===== config.mk =====
export PLATFORM = sky130hd
export DESIGN_NAME = spi_rx_slave_flat
export DESIGN_NICKNAME = d
export VERILOG_FILES = /design/src/rtl/spi_rx_if.sv /design/src/rtl/spi_rx_slave.sv /design/src/flat_wrapper.sv
export SDC_FILE = /design/constraint.sdc
export NUM_CORES = 1
export LEC_CHECK = 0
export BUFFER_PORTS_ARGS = -buffer_cell sky130_fd_sc_hd__buf_2
export CAP_MARGIN = 0
export CORE_UTILIZATION = 47
export CTS_BUF_LIST = sky130_fd_sc_hd__clkbuf_4 sky130_fd_sc_hd__clkbuf_8 sky130_fd_sc_hd__clkbuf_16
export CTS_CLUSTER_DIAMETER = 150
export CTS_CLUSTER_SIZE = 40
export DETAILED_ROUTE_END_ITERATION = 16
export GPL_TIMING_DRIVEN = 0
export PLACE_DENSITY = 0.71
export SLEW_MARGIN = 20
export SYNTH_ARGS = -nofsm -noshare
export SYNTH_HDL_FRONTEND = slang
export SYNTH_SLANG_ARGS = --single-unit

===== constraint.sdc =====
create_clock -name clk_i -period 2.1 [get_ports clk_i]
set_input_delay 0 -clock clk_i [delete_from_list [all_inputs] [get_ports clk_i]]
set_output_delay 0 -clock clk_i [all_outputs]
set_load 0.02 [all_outputs]

===== src/rtl/spi_rx_if.sv =====
// spi_rx_if: SPI pins plus received-word valid/ready and status for spi_rx_slave
interface spi_rx_if #(parameter int WORD_BITS = 8);
  logic                 sck_i;
  logic                 sdi_i;
  logic                 cs_i;
  logic                 ready_i;
  logic                 clr_i;
  logic [WORD_BITS-1:0] data_o;
  logic                 valid_o;
  logic                 busy_o;
  logic                 frame_err_o;
  logic                 overrun_o;
  modport slave (input sck_i, sdi_i, cs_i, ready_i, clr_i,
                 output data_o, valid_o, busy_o, frame_err_o, overrun_o);
  modport master (output sck_i, sdi_i, cs_i, ready_i, clr_i,
                  input data_o, valid_o, busy_o, frame_err_o, overrun_o);
endinterface


===== src/rtl/spi_rx_slave.sv =====
// spi_rx_slave: oversampled SPI mode-0 receiver with a 1-entry valid/ready holding register
module spi_rx_slave #(
  parameter int SYNC_STAGES = 2,
  parameter int WORD_BITS   = 8
) (
  input logic     clk_i,
  input logic     rst_i,
  spi_rx_if.slave bus
);
  localparam int CW = $clog2(WORD_BITS + 1);
  typedef enum logic [1:0] {WAIT_IDLE, IDLE, ACTIVE} state_t;
  state_t               state, state_n;
  logic [SYNC_STAGES:0] sck_s, sdi_s, cs_s;
  logic [SYNC_STAGES-1:0] primed;
  logic [CW-1:0]        cnt, cnt_n;
  logic [WORD_BITS-1:0] shift, shift_n, data, data_n;
  logic                 valid, valid_n, ferr, ferr_n, ovr, ovr_n, done;
  logic                 sck_rise, cs_rise, cs_fall, cs_cur, sdi_bit;
  assign cs_cur   = cs_s[SYNC_STAGES-1];
  assign sdi_bit  = sdi_s[SYNC_STAGES-1];
  assign sck_rise = ~sck_s[SYNC_STAGES] & sck_s[SYNC_STAGES-1];
  assign cs_rise  = ~cs_s[SYNC_STAGES] & cs_cur;
  assign cs_fall  = cs_s[SYNC_STAGES] & ~cs_cur;
  assign bus.data_o      = data;
  assign bus.valid_o     = valid;
  assign bus.busy_o      = (state == ACTIVE);
  assign bus.frame_err_o = ferr;
  assign bus.overrun_o   = ovr;
  always_ff @(posedge clk_i) begin
    if (rst_i) begin
      sck_s  <= '0;
      sdi_s  <= '0;
      cs_s   <= '1;
      primed <= '0;
      state  <= WAIT_IDLE;
      cnt    <= '0;
      shift  <= '0;
      data   <= '0;
      valid  <= 1'b0;
      ferr   <= 1'b0;
      ovr    <= 1'b0;
    end else begin
      sck_s  <= {sck_s[SYNC_STAGES-1:0], bus.sck_i};
      sdi_s  <= {sdi_s[SYNC_STAGES-1:0], bus.sdi_i};
      cs_s   <= {cs_s[SYNC_STAGES-1:0], bus.cs_i};
      primed <= {primed[SYNC_STAGES-2:0], 1'b1};
      state  <= state_n;
      cnt    <= cnt_n;
      shift  <= shift_n;
      data   <= data_n;
      valid  <= valid_n;
      ferr   <= ferr_n;
      ovr    <= ovr_n;
    end
  end
  // The cs preset after reset is not a real pin sample, so idle is only trusted once the chain has refilled.
  always_comb begin
    state_n = state;
    cnt_n   = cnt;
    shift_n = shift;
    data_n  = data;
    valid_n = valid & ~bus.ready_i;
    ferr_n  = 1'b0;
    ovr_n   = ovr & ~bus.clr_i;
    done    = 1'b0;
    case (state)
      WAIT_IDLE: state_n = (primed[SYNC_STAGES-1] & cs_cur) ? IDLE : WAIT_IDLE;
      IDLE: begin
        state_n = cs_fall ? ACTIVE : IDLE;
        cnt_n   = cs_fall ? '0 : cnt;
      end
      ACTIVE: begin
        if (cs_rise) begin
          state_n = IDLE;
          cnt_n   = '0;
          ferr_n  = (cnt != '0);
        end else if (sck_rise) begin
          shift_n = {shift[WORD_BITS-2:0], sdi_bit};
          done    = (cnt == CW'(WORD_BITS - 1));
          cnt_n   = done ? '0 : cnt + 1'b1;
        end
      end
      default: state_n = WAIT_IDLE;
    endcase
    if (done && (!valid || bus.ready_i)) begin
      data_n  = shift_n;
      valid_n = 1'b1;
    end else if (done) begin
      ovr_n = 1'b1;
    end
  end
endmodule

===== src/flat_wrapper.sv =====
// flat-port wrapper written by rule: the top's interface ports become plain ports
module spi_rx_slave_flat 
#(
  parameter int SYNC_STAGES = 2,
  parameter int WORD_BITS   = 8
)
  (clk_i, rst_i, bus_sck_i, bus_sdi_i, bus_cs_i, bus_ready_i, bus_clr_i, bus_data_o, bus_valid_o, bus_busy_o, bus_frame_err_o, bus_overrun_o);
  spi_rx_if #(.WORD_BITS(WORD_BITS)) bus_i ();
  input logic clk_i;
  input logic rst_i;
  input wire logic [$bits(bus_i.sck_i)-1:0] bus_sck_i;
  input wire logic [$bits(bus_i.sdi_i)-1:0] bus_sdi_i;
  input wire logic [$bits(bus_i.cs_i)-1:0] bus_cs_i;
  input wire logic [$bits(bus_i.ready_i)-1:0] bus_ready_i;
  input wire logic [$bits(bus_i.clr_i)-1:0] bus_clr_i;
  output wire logic [$bits(bus_i.data_o)-1:0] bus_data_o;
  output wire logic [$bits(bus_i.valid_o)-1:0] bus_valid_o;
  output wire logic [$bits(bus_i.busy_o)-1:0] bus_busy_o;
  output wire logic [$bits(bus_i.frame_err_o)-1:0] bus_frame_err_o;
  output wire logic [$bits(bus_i.overrun_o)-1:0] bus_overrun_o;
  assign bus_i.sck_i = bus_sck_i;
  assign bus_i.sdi_i = bus_sdi_i;
  assign bus_i.cs_i = bus_cs_i;
  assign bus_i.ready_i = bus_ready_i;
  assign bus_i.clr_i = bus_clr_i;
  assign bus_data_o = bus_i.data_o;
  assign bus_valid_o = bus_i.valid_o;
  assign bus_busy_o = bus_i.busy_o;
  assign bus_frame_err_o = bus_i.frame_err_o;
  assign bus_overrun_o = bus_i.overrun_o;
  spi_rx_slave #(.SYNC_STAGES(SYNC_STAGES), .WORD_BITS(WORD_BITS)) u_core (.clk_i(clk_i), .rst_i(rst_i), .bus(bus_i));
endmodule

==> impl_metrics.toml, run 1 <==
[synthesis]
yosysWarnings = 0
yosysTopAreaCellShare_pct = 50.2
ys_ff_latch = 34
ys.flop_type = "dfxtp_1"
syn_area_mm2 = 0.00136
synth.most_common_cell = "dfxtp_1"
syn_nets = 157
ys_types = 27
synth_top_area_cell = "dfxtp_1"
synth_edf_count = 0
async_reset_ff_share_pct = 0
yosysSeqAreaShare_pct = 50.2
yosys-top-cells-count = "dfxtp_1, nand2_1, a21oi_1, nor2_1, nor2b_1"
avgSynthCellArea_um2 = 9.41
synthTopCellsByArea = "dfxtp_1, mux2i_1, ha_1"
netlist_instances = 144

[setup_path]
crit_start = "u_core.state[0]"
startpoint_type = "flop"
cp.arrival_ps = 2040
ff2ff_setup_slack_ps = 270
cp_max_fo = 6
crit_path_end_kind = "flop"
required_ps = 2320
regToRegStartpoint = "u_core.state[0]"
rr_worst_depth = 7
path_class = "flop to flop"
timing.rr.end = "u_core.bus.data_o[3]"

[outcome]
status = "complete, no violations"

[flow_run]
cap_violations = 0

[cts]
h-tree-depth = 2
cts_buffers = 5
clk_latency_ps = 330
cts.sinks = 34
clk_pin_slew_worst_paths_ps = 100
root_buffer = "clkbuf_4"
cts_tree = "built"
cts_buffer_depth = 2
cts_resized = 0

[timing]
skew_ps = 7.03
setup_viol = 0
rsz0062_at_grt = "false"
fmax_ghz = 0.548
drv_slew = 0
setup_tns_ps = 0
min_period_ps = 1830
slew_headroom_pct = 69.6
setup_ws_ps = 274
worst_pin_slew_ps = 456
period_share_pct = 86.9
finalHoldViolations = 0

[drt]
vias_per_cell = 5.20
drt-initial-drc-count = 26
via_count = 1081
routedWlPerCell_um = 12.5
finalWirelength_um = 2600
dr.pass1.iters = 4
ant_nets = 0
drt_drc_violations_left = 0

[finish]
fin_nets = 189
final_area_mm2 = 0.00161
final_layout_size_suffix_gt1_share_pct = 20.9
diodes = 0
area_growth_pct = 19.0
nFillCells = 226

[hold_path]
worstHoldPathType = "input port to flop"
min_to = "u_core.bus.overrun_o"
hold_start = "bus_ready_i"
min_delay_path_depth = 4

[grt]
grt-ovfl-total = 0
grtUsageTotal_pct = 18.7
grt_max_degree = 11
grt_pass1_vias = 1048
antenna_found_initial = 0
grt_pass1_wl_um = 4460

[pwr]
p_leak_nw = 0.640
pwr_density_cell_mw_per_mm2 = 682
ir_drop_v = 0.000535

[floorplan]
initial_core_util_pct = 49.6
dieArea_mm2 = 0.00310
io_pins = 19
die_h_um = 55.7
die_x_um = 55.7
core-area_mm2 = 0.00273
std_cell_rows = 19

[place]
placed_area_mm2 = 0.00148
place_congestion = 0.888
port_buffers = 18
place_ws_ps = 197
place.detailed.hpwl_um = 1820
state kept, by name, indices dropped and copies added (netlist names):
name and flops:
u_core.shift 7, u_core.state 2, u_core.bus.data_o 8, u_core.primed 2, u_core.cnt 4, u_core.bus.valid_o 1
u_core.bus.frame_err_o 1, u_core.sck_s 3, u_core.sdi_s 2, u_core.bus.overrun_o 1, u_core.cs_s 3
metrics by stage:
stage          total power, W  utilization [%]  hold slack [ps]  std cells
3_3_place_gp         0.000719             54.3              181        193
2_1_floorplan        0.000705                -             89.7        144
5_1_grt               0.00114             59.0             23.2        208
4_1_cts               0.00110             58.4             23.8        206
3_5_place_dp         0.000721             54.3              184        193
6_report              0.00110             59.0             12.6        208
cells in the final DEF (no fill, tap or decap), drive strengths merged, types with 6 or more instances in the layout:
cell,synthesis,layout
dfxtp,34,34
buf,1,21
nand2,17,17
nor2,11,11
a21oi,11,11
clkbuf,3,10
nor2b,9,9
mux2i,8,8
inv,7,7
o21ai,7,7
nand3,6,6
ha,6,6
repair_timing:
action / CTS / global route
setup endpoints to repair: 0 / 1
hold buffers: 5 / 0
hold endpoints to repair: 6 / 0
setup buffers: 0 / 2
report_power, final:
| group | switching, W | internal (W) |
|---|---|---|
| clock network | 0.000213 | 0.000175 |
| logic | 0.0000283 | 0.0000249 |
| registers | 0.00000494 | 0.000654 |
worst max path at each step:
stage                                      end  slack, ps  depth (start not counted)
after floorplan           u_core.bus.data_o[0]        300                          6
after global placement    u_core.bus.data_o[0]        240                          6
after detailed placement  u_core.bus.data_o[5]        200                          6
after CTS                 u_core.bus.data_o[3]        150                          6
after global routing      u_core.bus.data_o[3]        130                          7
final                     u_core.bus.data_o[3]        270                          7
layer usage:
layer,vias up,track usage [%],share of wire [%]
met1,497,22.0,45
met3,7,4.19,3.0
met5,-,0,0
met2,26,31.0,50
li1,551,-,-
met4,0,11.1,2.1
cell type report:
class                   instances  area (µm²)  area share (%)
well taps                      31        38.8            2.40
inverters                       7        26.3            1.63
flip-flops and latches         34         681            42.2
clock buffers                   7        58.8            3.65
clock inverters                 1        5.00           0.310
repair buffers                 25         155            9.62
plain buffers                   4        16.3            1.01
multi-input cells              99         632            39.2
worst max-delay path, stage by stage, from the launching register on:
cell	delay [ps]
dfxtp_1	340
inv_1	100
ha_1	280
nand4b_2	190
nor4_4	310
buf_4	210
mux2i_1	220
nor2_1	60
cell families (layout without fill, tap and decap cells):
group                      after synthesis  after routing  synth area share, %
and+or+nand+nor                         60             60                 24.6
DFF                                     34             34                 50.2
AOI/OAI and AO/OA                       24             24                 9.79
buffers and inverters                   11             44                 3.14
muxes                                    9              9                 6.74
adders and majority gates                6              6                 5.54
Note: power is estimated with default switching activity, not from simulation.
==> run 2, diff against run 1 <==
--- a/config.mk
+++ b/config.mk
@@ -5,6 +5,7 @@
 export SDC_FILE = /design/constraint.sdc
 export NUM_CORES = 1
 export LEC_CHECK = 0
+export ABC_AREA = 1
 export BUFFER_PORTS_ARGS = -buffer_cell sky130_fd_sc_hd__buf_2
 export CAP_MARGIN = 0
 export CORE_UTILIZATION = 47
@@ -14,6 +15,7 @@
 export DETAILED_ROUTE_END_ITERATION = 16
 export GPL_TIMING_DRIVEN = 0
 export PLACE_DENSITY = 0.71
+export SETUP_SLACK_MARGIN = 0.4
 export SLEW_MARGIN = 20
 export SYNTH_ARGS = -nofsm -noshare
 export SYNTH_HDL_FRONTEND = slang
==> run 2 against run 1 <==
Compared with the run above: synthesized cell count rose by 51%; flip-flop and latch count rose by 1; design area rose by 15%; total power rose by 25%; critical endpoint is now u_core.bus.data_o[5]; final cell count rose by 41%; die area rose by 12%; largest power group unchanged; clock skew rose by 4.8 ps; setup slack improved by 290 ps; fmax rose by 19%; critical path depth rose by 2.
==> impl_metrics.toml, run 2 <==
[outcome]
status = "complete, no violations"

[timing]
holdWs_ps = 366
worst_pin_slew_ps = 472
skew_ps = 11.9
setup_tns_ps = 0
finalHoldViolations = 0
drv_slew = 0
min_period_ps = 1540
slew_headroom_pct = 68.5
period_share_pct = 73.3
setup_viol = 0
fmax_ghz = 0.649
rsz0062_at_grt = "false"

[synthesis]
avgSynthCellArea_um2 = 7.00
synth_edf_count = 0
yosysSeqAreaShare_pct = 45.9
ys_ff_latch = 35
yosysWarnings = 0
synth.most_common_cell = "nand2_1"
yosys-top-cells-count = "nand2_1, inv_1, dfxtp_1, nor2_1, nand3_1"
syn_nets = 231
ys_types = 21
netlist_instances = 218
syn_area_mm2 = 0.00153
ys.flop_type = "dfxtp_1"
synthTopCellsByArea = "dfxtp_1, nand2_1, inv_1"
async_reset_ff_share_pct = 0
synth_top_area_cell = "dfxtp_1"
yosysTopAreaCellShare_pct = 45.9

[floorplan]
die_h_um = 59.0
io_pins = 19
dieArea_mm2 = 0.00348
initial_core_util_pct = 49.6
die_x_um = 59.0
core-area_mm2 = 0.00308
std_cell_rows = 20

[pwr]
pwr_density_cell_mw_per_mm2 = 743
combPwrFrac_pct = 5.8
p_int_w = 0.00110
p_leak_nw = 0.893
ir_drop_v = 0.000495
total_power_w = 0.00138
power_frac_seq_pct = 49.9
switching_power_w = 0.000282
p_clk_share_pct = 44.3
power.share.switching_pct = 20.5

[cts]
clk_latency_ps = 350
root_buffer = "clkbuf_4"
cts_buffer_depth = 2
h-tree-depth = 2
clk_pin_slew_worst_paths_ps = 110
cts_buffers = 5
cts.sinks = 35
cts_tree = "built"

[grt]
grtUsageTotal_pct = 19.5
antenna_found_initial = 0
grt-ovfl-total = 0
grt_pass1_wl_um = 4980
grt_max_degree = 12
grt_pass1_vias = 1180

[flow_run]
cap_violations = 0

[finish]
final_layout_size_suffix_gt1_share_pct = 16.8
nFillCells = 298
diodes = 0
mostFrequentLayoutCells = "nand2_1, inv_1, dfxtp_1"
regArea_um2 = 701
multi_input_area_um2 = 641
finalCoreUtilization_pct = 60.4
fin_nets = 262
area_growth_pct = 21.7
final_common_cell = "nand2_1"

[drt]
vias_per_cell = 4.40
via_count = 1293
drt_drc_violations_left = 0
dr.pass1.iters = 6
drt-initial-drc-count = 46
routedWlPerCell_um = 9.13
finalWirelength_um = 2680
ant_nets = 0

[place]
place.detailed.hpwl_um = 1800
place_congestion = 0.826
port_buffers = 18

[setup_path]
cp_slowest_cell = "dfxtp_1"
startpoint_type = "flop"
cp_common_cell = "nand2_1"
required_ps = 2350
critPathMaxStageDelay_ps = 370
cp_max_fo = 8
path_cells = "inv_2, ha_4, inv_1, a21oi_2, nand3_2, nor2_4, nand2_1, nand2_1, nor2_1"
cp.arrival_ps = 1790
path_class = "flop to flop"
crit_path_end_kind = "flop"

[hold_path]
worstHoldPathType = "input port to flop"
## run 2: through the flow
stage	instances	worst slack, ps	instance area, µm²
final	294	560	1860
after global routing	294	402	1860
after CTS	294	435	1840
after detailed placement	280	447	1670
after global placement	280	464	1670
after floorplan	218	554	1530
## run 2: repair_timing
item                                    in CTS  in global routing
buffers inserted                             0                  0
hold buffers                                 6                  0
resized for setup                            0                  5
endpoints found under the hold margin        6                  0
endpoints found under the setup margin       0                 14
## run 2: final cells by class
class / count / share of cell area, %
sequential: 35 / 37.7
multi-input combinational: 131 / 34.5
inverter: 47 / 9.49
timing repair buffer: 24 / 8.08
clock inverter: 2 / 3.23
tap: 44 / 2.96
clock buffer: 6 / 2.42
buffer: 5 / 1.62
## run 2: metal layers
layer  up-vias  wire, µm  track usage (%)
li1        703         -                -
met1       559      1350             24.3
met2        25      1160             30.4
met3         6       124             7.86
met4         0        48             7.14
met5         -         0                0
## run 2: critical path, delay by kind of cell, from the launching register on
| kind | cells | cell delay (ps) |
|---|---|---|
| adder cells (fa/ha/maj) | 1 | 170 |
| buffers and inverters | 2 | 160 |
| flip-flops | 1 | 370 |
| AO/OA/AOI/OAI | 1 | 190 |
| AND/OR/NAND/NOR | 5 | 550 |
## run 2: final timing paths
kind / start / end / slack [ps] / depth (start not counted)
max: u_core.state[0] / u_core.bus.data_o[5] / 560 / 9
min: bus_cs_i / u_core.cs_s[0] / 370 / 3
max reg2reg: u_core.state[0] / u_core.bus.data_o[5] / 560 / 9
min reg2reg: u_core.sdi_s[0] / u_core.sdi_s[1] / 410 / 2
## run 2: kinds of logic after synthesis
logic type                 count (synthesis)  share of synthesized area [%]
AOI/OAI and AO/OA                         13                           4.92
adders and majority gates                  6                           4.92
buffers and inverters                     52                           13.3
DFF                                       35                           45.9
and+or+nand+nor                          112                           31.0
## run 2: power groups by stage
stage	sequential [W]	combinational [W]	clock, W
after detailed placement	0.000704	0.0000699	0
after global routing	0.000691	0.0000938	0.000647
after floorplan	0.000702	0.0000526	0
final	0.000689	0.0000794	0.000611
after CTS	0.000689	0.0000786	0.000621
after global placement	0.000704	0.0000690	0
==> run 3, diff against run 2 <==
--- a/config.mk
+++ b/config.mk
@@ -14,7 +14,7 @@
 export CTS_CLUSTER_SIZE = 40
 export DETAILED_ROUTE_END_ITERATION = 16
 export GPL_TIMING_DRIVEN = 0
-export PLACE_DENSITY = 0.71
+export PLACE_DENSITY = 0.73
 export SETUP_SLACK_MARGIN = 0.4
 export SLEW_MARGIN = 20
 export SYNTH_ARGS = -nofsm -noshare
==> constraint.sdc (replaced) <==
create_clock -name clk_i -period 1.35 [get_ports clk_i]
set_input_delay 0 -clock clk_i [delete_from_list [all_inputs] [get_ports clk_i]]
set_output_delay 0 -clock clk_i [all_outputs]
set_load 0.02 [all_outputs]
==> run 3 against run 2 <==
Compared with the run above: clock-buffer cell count unchanged; highest routed layer unchanged; the flow now finishes with violations (setup timing); wire length is 41% higher; die area stayed put; sequential share of layout area down 5.0 points; total power rose by 34%; fmax is 4.3% higher; clock skew decreased by 7.9 ps; clock power down 2%; critical endpoint unchanged; critical path depth is the same; sequential power grew 55%; design area increased by 18%.
==> impl_metrics.toml, run 3 (synthesis results as in run 2) <==
[outcome]
status = "finished, violations left"
violations = "setup timing"

[finish]
fin_nets = 280
nFillCells = 235
final_cells = 311
mostFrequentLayoutCells = "nand2_1, inv_1, dfxtp_1"
final_area_mm2 = 0.00218
multi_input_area_um2 = 833
finalCoreUtilization_pct = 70.9
diodes = 0
area_growth_pct = 43.0
regArea_um2 = 713
final_common_cell = "nand2_1"
final_layout_size_suffix_gt1_share_pct = 37.1

[timing]
slew_headroom_pct = 65.3
setup_viol = 12
min_period_ps = 1480
drv_slew = 0
setup_ws_ps = -126
worst_pin_slew_ps = 520
finalHoldViolations = 0
rsz0062_at_grt = "true"
fmax_ghz = 0.677
skew_ps = 3.99
holdWs_ps = 5.99
period_share_pct = 109

[place]
port_buffers = 18
place_congestion = 0.739
placed_cells = 280
placed_area_mm2 = 0.00174
place.detailed.hpwl_um = 1970

[drt]
met3_length_um = 155
route.met2.wl_um = 1960
drt-initial-drc-count = 55
ant_nets = 0
dr.pass1.iters = 5
drt_drc_violations_left = 0
routedWlPerCell_um = 12.2
via_count = 1497
met1_length_um = 1530
routed.top_layer = "met4"
finalWirelength_um = 3780
vias_per_cell = 4.81

[floorplan]
die_h_um = 59.0
std_cell_rows = 20
initial_core_util_pct = 49.6
dieArea_mm2 = 0.00348
die_x_um = 59.0
core-area_mm2 = 0.00308
io_pins = 19

[cts]
clk_latency_ps = 340
h-tree-depth = 2
cts_buffer_depth = 2
clk_pin_slew_worst_paths_ps = 110
root_buffer = "clkbuf_4"
cts.sinks = 35
cts_tree = "built"
cts_buffers = 5

[pwr]
p_clk_share_pct = 32.2
power.share.switching_pct = 25.8
switching_power_w = 0.000479
pwr_density_cell_mw_per_mm2 = 849
p_int_w = 0.00138
ir_drop_v = 0.000618
p_leak_nw = 0.984
combPwrFrac_pct = 9.9
total_power_w = 0.00185
power_frac_seq_pct = 57.9

[setup_path]
regToRegStartpoint = "u_core.state[0]"
cp_slowest_cell = "dfxtp_2"
cp_max_fo = 8
ff2ff_setup_slack_ps = -130
timing.rr.end = "u_core.bus.data_o[5]"
required_ps = 1600
startpoint_type = "flop"
path_cells = "inv_4, ha_4, inv_4, a21oi_4, nand3_2, nor2_4, nand2_1, nand2_1, nor2_1"
critPathMaxStageDelay_ps = 350
crit_path_end_kind = "flop"
cp.arrival_ps = 1720
rr_worst_depth = 9
path_class = "flop to flop"

[hold_path]
worstHoldPathType = "input port to flop"
hold_start = "bus_ready_i"
min_delay_path_depth = 4
min_to = "u_core.bus.valid_o"

[grt]
antenna_found_initial = 0
grt_max_degree = 11
grt-ovfl-total = 0
grt_pass1_wl_um = 5740
grt_pass1_vias = 1367
grtUsageTotal_pct = 22.3

[flow_run]
cap_violations = 0
[run 3: cell types whose count changed in the layout (fill, tap and decap cells not counted), sizes merged]
cell / delta
dlygate4sd3: -2
nand3: +1
bufinv: -2
buf: +19
clkinv: +1
[run 3: critical path: cells and delay by family (launching register included)]
family | cells | cell delay, ps
adder cells (fa/ha/maj) | 1 | 170
AO/OA/AOI/OAI | 1 | 180
buffers and inverters | 2 | 110
flip-flops | 1 | 350
AND/OR/NAND/NOR | 5 | 570
[run 3: repair_timing]
item | CTS | global route
resized for setup | 29 | 21
pin swaps | 13 | 14
cloned | 1 | 1
endpoints found under the hold margin | 4 | 0
setup buffers | 10 | 8
hold buffers | 4 | 0
endpoints found under the setup margin | 26 | 26
[run 3: metal layers]
| layer | global-route usage, % | vias to the layer above |
|---|---|---|
| met5 | 0 | - |
| met4 | 12.9 | 0 |
| met3 | 5.46 | 16 |
| met2 | 39.8 | 54 |
| met1 | 23.9 | 689 |
| li1 | - | 738 |
[run 3: power by group through the flow]
stage | sequential (W) | combinational [W] | clock [W]
6_report | 0.00107 | 0.000184 | 0.000596
5_1_grt | 0.00108 | 0.000200 | 0.000641
4_1_cts | 0.00107 | 0.000151 | 0.000594
3_5_place_dp | 0.00110 | 0.000116 | 0
3_3_place_gp | 0.00110 | 0.000113 | 0
2_1_floorplan | 0.00109 | 0.0000869 | 0
[run 3: final cells by class]
class / count / share of cell area (%)
Tap cell: 44 / 2.52
Inverter: 47 / 8.31
Sequential cell: 35 / 32.7
Multi-Input combinational cell: 132 / 38.2
Clock buffer: 6 / 2.35
Timing Repair Buffer: 41 / 14.2
Clock inverter: 1 / 0.229
Buffer: 5 / 1.55
[run 3: how the worst max path moves through the flow]
stage,start,to,slack [ps]
floorplan,u_core.state[0],u_core.bus.data_o[0],40
global placement,u_core.state[0],u_core.bus.data_o[5],-70
detailed placement,u_core.state[0],u_core.bus.data_o[4],-80
CTS,u_core.state[0],u_core.bus.data_o[4],-40
global route,u_core.state[0],u_core.bus.data_o[5],-210
finish,u_core.state[0],u_core.bus.data_o[5],-130
[run 3: per-stage QoR]
step	worst slack [ps]	TNS (ps)
global placement	-69.7	-490
floorplan	36.7	0
detailed placement	-76.9	-570
finish	-126	-808
global route	-209	-1960
CTS	-42.2	-286
